[src/rtl/regfile_pkg.sv]
// Shared defaults, address/data types and small helpers for the scoreboarded
// register file.
package regfile_pkg;

  localparam int unsigned DATA_W = 32;
  localparam int unsigned NREGS  = 16;
  localparam int unsigned PC_IDX = 15;
  localparam int unsigned PEND_W = 2;
  localparam int unsigned AW     = $clog2(NREGS);

  typedef logic [AW-1:0]     reg_addr_t;
  typedef logic [DATA_W-1:0] reg_data_t;

  // Number of asserted bits among two write-hit flags (0, 1 or 2).
  function automatic logic [1:0] popcount2(input logic a, input logic b);
    return {a & b, a ^ b};
  endfunction

endpackage

[src/rtl/reg_pend_ctr.sv]
// One pending-write counter: +1 on issue, -dec on writeback, clamped to
// [0, 2**PEND_W-1].
module reg_pend_ctr #(
  parameter int unsigned PEND_W = 2
) (
  input  logic              clk,
  input  logic              rst,
  input  logic              inc,
  input  logic [1:0]        dec,
  output logic [PEND_W-1:0] count,
  output logic              zero,
  output logic              full
);
  import regfile_pkg::*;

  localparam logic [PEND_W+1:0] MAX_EXT = {2'b00, {PEND_W{1'b1}}};

  logic [PEND_W-1:0] count_q, count_d;
  logic [PEND_W+1:0] sum, dec_ext, diff;

  always_comb begin
    sum     = {2'b00, count_q} + {{(PEND_W+1){1'b0}}, inc};
    dec_ext = {{PEND_W{1'b0}}, dec};
    diff    = sum - dec_ext;
    count_d = count_q;
    // Writes to a non-pending register floor at zero rather than wrapping.
    if (sum <= dec_ext) begin
      count_d = '0;
    end else if (diff > MAX_EXT) begin
      count_d = '1;
    end else begin
      count_d = diff[PEND_W-1:0];
    end
  end

  always_ff @(posedge clk or negedge rst) begin
    if (!rst) begin
      count_q <= '0;
    end else begin
      count_q <= count_d;
    end
  end

  assign count = count_q;
  assign zero  = (count_q == '0);
  assign full  = (count_q == '1);

endmodule

[src/rtl/register_file_sb.sv]
// Register file with NRD bypassed read ports, two write ports (B over A),
// a PC alias register and per-register pending-write scoreboard.
module register_file_sb #(
  parameter int unsigned DATA_W = regfile_pkg::DATA_W,
  parameter int unsigned NREGS  = regfile_pkg::NREGS,
  parameter int unsigned AW     = $clog2(NREGS),
  parameter int unsigned NRD    = 3,
  parameter int unsigned PC_IDX = regfile_pkg::PC_IDX,
  parameter int unsigned PEND_W = regfile_pkg::PEND_W
) (
  input  logic                  clk,
  input  logic                  rst,
  input  logic [NRD*AW-1:0]     ra,
  output logic [NRD*DATA_W-1:0] rd,
  input  logic [DATA_W-1:0]     pc_in,
  input  logic                  we_a,
  input  logic [AW-1:0]         wa_a,
  input  logic [DATA_W-1:0]     wd_a,
  input  logic                  we_b,
  input  logic [AW-1:0]         wa_b,
  input  logic [DATA_W-1:0]     wd_b,
  input  logic                  iss_v,
  input  logic [AW-1:0]         iss_rd,
  output logic                  iss_rdy,
  output logic [NREGS-1:0]      busy,
  output logic [NRD-1:0]        hazard
);
  import regfile_pkg::*;

  localparam logic [AW-1:0] PC_A = AW'(PC_IDX);
  localparam int unsigned   CW   = PEND_W + 1;

  logic [DATA_W-1:0] regs_q [NREGS];
  logic [DATA_W-1:0] regs_d [NREGS];
  logic [PEND_W-1:0] cnt    [NREGS];
  logic [1:0]        dec    [NREGS];
  logic [NREGS-1:0]  inc, cnt_zero, cnt_full;
  logic              iss_hit;
  logic              fwd_a, fwd_b;

  function automatic logic in_range(input logic [AW-1:0] a);
    return 32'(a) < NREGS;
  endfunction

  // Bypass is suppressed while reset is held so reads show the cleared state.
  assign fwd_a = we_a & rst;
  assign fwd_b = we_b & rst;

  always_comb begin
    for (int unsigned r = 0; r < NREGS; r++) begin
      regs_d[r] = regs_q[r];
      if (r != PC_IDX) begin
        if (we_b && 32'(wa_b) == r) begin
          regs_d[r] = wd_b;
        end else if (we_a && 32'(wa_a) == r) begin
          regs_d[r] = wd_a;
        end
      end
    end
  end

  always_ff @(posedge clk or negedge rst) begin
    if (!rst) begin
      for (int unsigned r = 0; r < NREGS; r++) begin
        regs_q[r] <= '0;
      end
    end else begin
      regs_q <= regs_d;
    end
  end

  always_comb begin
    iss_hit = (iss_rd != PC_A) && in_range(iss_rd);
    iss_rdy = !(iss_hit && cnt_full[iss_rd]);
    for (int unsigned r = 0; r < NREGS; r++) begin
      inc[r] = iss_v && iss_rdy && iss_hit && (32'(iss_rd) == r);
      if (r == PC_IDX) begin
        dec[r] = 2'b00;
      end else begin
        dec[r] = popcount2(we_a && 32'(wa_a) == r, we_b && 32'(wa_b) == r);
      end
    end
  end

  for (genvar r = 0; r < NREGS; r++) begin : g_ctr
    reg_pend_ctr #(.PEND_W(PEND_W)) u_ctr (
      .clk   (clk),
      .rst   (rst),
      .inc   (inc[r]),
      .dec   (dec[r]),
      .count (cnt[r]),
      .zero  (cnt_zero[r]),
      .full  (cnt_full[r])
    );
  end

  assign busy = ~cnt_zero;

  for (genvar i = 0; i < NRD; i++) begin : g_rd
    logic [AW-1:0]     a;
    logic              hit_a, hit_b;
    logic [1:0]        nwr;
    logic [PEND_W-1:0] cnt_a;
    logic [DATA_W-1:0] stored;

    assign a = ra[i*AW +: AW];

    always_comb begin
      hit_a  = fwd_a && (wa_a == a);
      hit_b  = fwd_b && (wa_b == a);
      nwr    = popcount2(hit_a, hit_b);
      cnt_a  = in_range(a) ? cnt[a] : '0;
      stored = in_range(a) ? regs_q[a] : '0;
      if (a == PC_A) begin
        rd[i*DATA_W +: DATA_W] = pc_in;
      end else if (hit_b) begin
        rd[i*DATA_W +: DATA_W] = wd_b;
      end else if (hit_a) begin
        rd[i*DATA_W +: DATA_W] = wd_a;
      end else begin
        rd[i*DATA_W +: DATA_W] = stored;
      end
      hazard[i] = (a != PC_A) && ({1'b0, cnt_a} > CW'(nwr));
    end
  end

endmodule
[config.mk]
export PLATFORM = sky130hd
export DESIGN_NAME = register_file_sb
export DESIGN_NICKNAME = d
export VERILOG_FILES = /design/src/rtl/regfile_pkg.sv /design/src/rtl/reg_pend_ctr.sv /design/src/rtl/register_file_sb.sv
export SDC_FILE = /design/constraint.sdc
export NUM_CORES = 2
export LEC_CHECK = 0
export CAP_MARGIN = 20
export CORE_MARGIN = 1.5
export CORE_UTILIZATION = 50
export DETAILED_ROUTE_END_ITERATION = 6
export GPL_TIMING_DRIVEN = 0
export MAX_ROUTING_LAYER = met4
export PLACE_DENSITY = 0.77
export SLEW_MARGIN = 25
export SYNTH_ARGS = -nofsm -noshare
export SYNTH_HDL_FRONTEND = slang
export SYNTH_SLANG_ARGS = --single-unit
[constraint.sdc]
create_clock -name clk -period 3.6 [get_ports clk]
set_input_delay 0.72 -clock clk [delete_from_list [all_inputs] [get_ports clk]]
set_output_delay 0.72 -clock clk [all_outputs]
set_load 0.01 [all_outputs]
# Word-level counts from Yosys, hierarchy flattened

Cells that the tools add are included.
W data, S select, Z words.

Bits in registers: 512
Bits of input ports: 125
Output and inout port bits: 116

Add/sub/neg operators: 31
Order comparisons: 39
Equality and inequality tests: 72
Mux-type cells: 91
Bitwise logic cells: 42
Reduce and logical (&&, ||, !) cells: 93

Operators with widths:

| kind                 | count |
|---|---|
| $mux W32             | 45 |
| $bmux W32 S4         | 3 |
| $eq A4 B4 Y1 const B | 25 |
| $mux W2              | 38 |
| $gt A4 B2 Y1 const B | 16 |
| $le A4 B2 Y1         | 15 |
| $sub A4 B2 Y4        | 15 |
| $logic_and A1 B1 Y1  | 58 |
| $add A2 B1 Y3        | 16 |
| $eq A4 B3 Y1 const B | 12 |
| $eq A2 B2 Y1 const B | 16 |
| $logic_not A2 Y1     | 16 |
| $reduce_bool A2 Y1   | 15 |
| $bmux W2 S4          | 3 |
| $eq A4 B2 Y1 const B | 6 |
| $eq A4 B4 Y1         | 6 |
| $and A1 B1 Y1        | 20 |
| $xor A1 B1 Y1        | 18 |
| $ne A4 B4 Y1 const B | 4 |
| $not A16 Y16         | 1 |
| $ge A5 B5 Y1 const B | 3 |
| $not A4 Y5           | 3 |
| $eq A4 B1 Y1 const B | 3 |
| $logic_not A4 Y1     | 3 |
| other kinds (6)      | 8 |

# Depth between registers and ports, before layout

Word-level depth: 13
Depth in mapped cells: 14
Depth with buffers taken out: 13

# Modules after synthesis

A second synthesis with hierarchy kept.

Cells, all modules: 4651
Area total of the unflattened synthesis: 41898.9 um^2

By module, submodules not included:

| module           | times used | cells each | area an instance (um^2) | seq. area each (um^2) |
|---|---|---|---|---|
| register_file_sb | 1          | 4267       | 38355.5                 | 12011.5 |
| reg_pend_ctr     | 16         | 24         | 221.5                   | 50.0 |

# Least setup slack after synthesis

No wires, ideal clock.

Path type: input to output
From: input port ra[1]
To: output port hazard[0]
Data arrival time: 2.784 ns
Slack: 0.096 ns
Stages on the path: 12
Cells stage by stage: buf_2 -> buf_6 -> buf_6 -> buf_4 -> buf_2 -> mux4_2 -> mux2i_1 -> a21oi_1 -> ha_1 -> nor2b_1 -> o21ai_0 -> a21oi_1

Cells in the longest elaborated chain, start to end: 6
Elaborated cells on any way between the ends: 13

Ends and longest elaborated chain:

| item                                        | RTL line                | RTL |
|---|---|---|
| from (decl)                                 | register_file_sb.sv:13  | `input logic [NRD*AW-1:0] ra,` |
| $not A4 Y5 (not written as such)            | register_file_sb.sv:112 | `cnt_a = in_range(a) ? cnt[a] : '0;` |
| $bmux W2 S4                                 | register_file_sb.sv:112 |  |
| $mux W2 (not written as such) (2 in series) | register_file_sb.sv:112 |  |
| $gt A2 B2 Y1                                | register_file_sb.sv:123 | `hazard[i] = (a != PC_A) && ({1'b0, cnt_a} > CW'(nwr));` |
| $logic_and A1 B1 Y1 *                       | register_file_sb.sv:123 |  |
| to (decl)                                   | register_file_sb.sv:26  | `output logic [NRD-1:0] hazard` |

Every way passes the cells marked *; elsewhere a longest branch is shown, timed or not. The select of a mux whose other input is x is not followed.

# Worst setup path in the final report

From: input port ra[10]
To: output port hazard[2]

Same word-level chain as after synthesis.

==> run summary <==
Worst Setup End Kind = output pin
PortBufs = 161
number of synthesized register bits = 512
Max Root-Sink Buffers = 3
die height = 294 um
pin count of the biggest net entering global routing = 83
IO Pins = 241
Req. time, crit path = 2.88 ns
max cap viols = 0
Hold Slack = -0.00203 ns
FMAX = 259 MHz
status = complete, but fails checks
fraction of registers with async set/reset = 100%
Vias/cell = 7.57
detailed placement HPWL = 160000 um
Slowest-stage cell, CP = clkdlybuf4s18_2
chip width = 294 um
total gr overflow = 0
critical-path cell list = clkbuf_4, buf_12, buf_8, clkdlybuf4s18_2, mux2i_1, a21oi_1, ha_1, nor2b_1, o21ai_0, a21oi_1, clkdlybuf4s15_2
die area = 86300 um2
Final Critical Period = 3.86 ns
Setup WS post-layout = -0.264 ns
antenna violations before repair = 15
Worst Max-Slew Pin Slew = 1.31 ns
Net Count, Synth = 4954
Cell Area, Synth = 42300 um2
Crit path largest cell delay = 0.52 ns
clock root buffer = clkbuf_16
Initial Util = 50.5%
fin util = 62.0%
CP arrival = 3.14 ns
most frequent CP cell = a21oi_1
CTS tree = built
relative slew slack = 12.9%
post-route ant nets = 0
# DRC = 13
area of the multi-input gates = 27500 um2
failing checks = design-rule violations, negative hold slack, negative setup slack
cts bufs inserted = 66
max-slew violations = 0
worst reg-to-reg setup slack = 0.39 ns
Area Overhead vs Synth = 22.7%
commonest non-fill, non-tap cell in the layout = nand2_1
syn avg cell area = 8.99 um2
gr usage total = 56.3%
Post-Synthesis Cells = 4699
clk_skew = 0.0289 ns
worst vdd ir = 0.400 mV
DR vias = 47400
ratio of cells with drive above 1 in the final layout = 20.8%
1st-pass router iterations = 7
Synth Flop Type = dfrtp_1
synth unique cells = 60
Final period util = 107%
PD cells = 492 nW/um2
final setup vio count = 85
number of synthesized flops with an enable pin = 0
post-place setup slack = -2.26 ns
routing usage on met2 = 73.3%
vias in the first global route = 45300
Std-Cell Rows = 106
total power = 25500 uW
Leak = 0.0224 uW
final setup TNS = -5.15 ns
Synth warnings = 0
kind of start point of the critical path = input port
clock latency at the later pin of the worst-skew pair = 0.67 ns
drt wl/cell = 38.3 um
first-pass GRT wire length = 332000 um
Worst-path clk slew = 0.06 ns
final hold violation count = 8
WS Path Type = in -> out
fillers = 7195
clk sink count = 512
final wirelength = 239000 um
grt met1 use = 65.2%
most frequent cells in the layout = nand2_1 (624), o21ai_0 (587), dfrtp_1 (512)
htree depth = 3
hold buffer count at CTS = 0
unrepaired setup endpoints after global routing = yes
Placeable Area = 83700 um2
FF+latch area = 12800 um2
hold crit path type = in -> async
1st-iter DRT viols = 8731
Most Crowded Layer GR = met2
nets = 5311
CP max FO = 10
GPL Wtd Cong = 1.09
Seq/Total Area, Yosys = 30.3%
GR Util met3 = 28.5%
## per-layer routing
metal  routed length, um  share of wire [%]
met1               79800                 33
met4               24000                 10
met2               93600                 39
met5                   0                  0
met3               41900                 18
## Yosys cell counts (all sizes together), types with 17 or more instances
master / instances / area, um2
a221oi: 120 / 1090
a221o: 33 / 330
ha: 100 / 1250
xnor2: 17 / 149
mux4: 250 / 5630
mux2: 35 / 394
fa: 30 / 601
a22oi: 31 / 233
dfrtp: 512 / 12800
nor3b: 17 / 128
or2: 17 / 106
nand3: 45 / 225
nor2: 226 / 858
o21ai: 632 / 3160
mux2i: 482 / 4820
nand2: 625 / 2350
inv: 176 / 661
clkbuf: 332 / 1250
o221ai: 31 / 272
a211oi: 35 / 263
a2111oi: 66 / 662
a2bb2oi: 33 / 289
a21oi: 504 / 2520
buf: 235 / 1370
## path summary, 6_finish.rpt
kind                                    startpoint                 endpoint  cells past startpoint
min reg2reg                            regs_q[271]              regs_q[271]                      2
min in group clk                          wd_a[17]              regs_q[177]                      3
max                                         ra[10]                hazard[2]                     11
max reg2reg                g_ctr[2].u_ctr.count[1]  g_ctr[0].u_ctr.count[0]                     13
min                                            rst              regs_q[373]                      1
max in group asynchronous                      rst  g_ctr[9].u_ctr.count[1]                      3
## kinds of logic (layout without fill, tap and decap cells)
logic type	count (synthesis)	in the layout	share of synthesized area, %
muxes	767	767	25.7
adders and majority gates	130	130	4.38
buffers and inverters	744	1149	7.78
xor gates and xnor gates	24	24	0.497
other	1	17	0.00887
AOI/OAI and AO/OA	1529	1529	21.7
and+or+nand+nor	992	992	9.64
DFF	512	512	30.3
## critical path, delay by kind of cell
kind | cells | cell delay [ns]
fa+ha+maj | 1 | 0.33
buf+inv | 5 | 1.34
simple gates | 1 | 0.11
mux | 1 | 0.25
compound gates | 3 | 0.38
## through the flow
stage	std cells	instance area [um2]	hold WS [ns]
global placement	5994	45300	0.499
detailed placement	6001	45500	0.509
finish	6254	51900	-0.00203
CTS	6184	50700	0.0197
global route	6251	51900	0.0116
floorplan	4699	42300	0.424
## power breakdown
group	switching (uW)	internal [uW]	total (uW)
Combinational	4970	4370	9340
Clock	3040	4170	7210
Sequential	1810	7170	8970
Total	9820	15700	25500
## area by class of cell
| type | instances | area share (%) |
|---|---|---|
| well taps | 1134 | 2.74 |
| repair buffers | 303 | 5.89 |
| flip-flops and latches | 512 | 24.7 |
| diodes | 16 | 0.0772 |
| clock inverters | 23 | 0.490 |
| clock buffers | 93 | 3.80 |
| plain buffers | 553 | 7.94 |
| multi-input cells | 3443 | 53.1 |
| inverters | 177 | 1.30 |
## state kept, by name, indices dropped and copies added (netlist names)
signal	cells
g_ctr.u_ctr.count	32
regs_q	480
## timing repair
item | 4_1_cts | 5_1_grt
resized for setup | 773 | 225
pin swaps | 39 | 49
setup endpoints to repair | 128 | 113
cloned | 6 | 1
setup buffers | 70 | 57
Power figures use the tool's default switching activity.
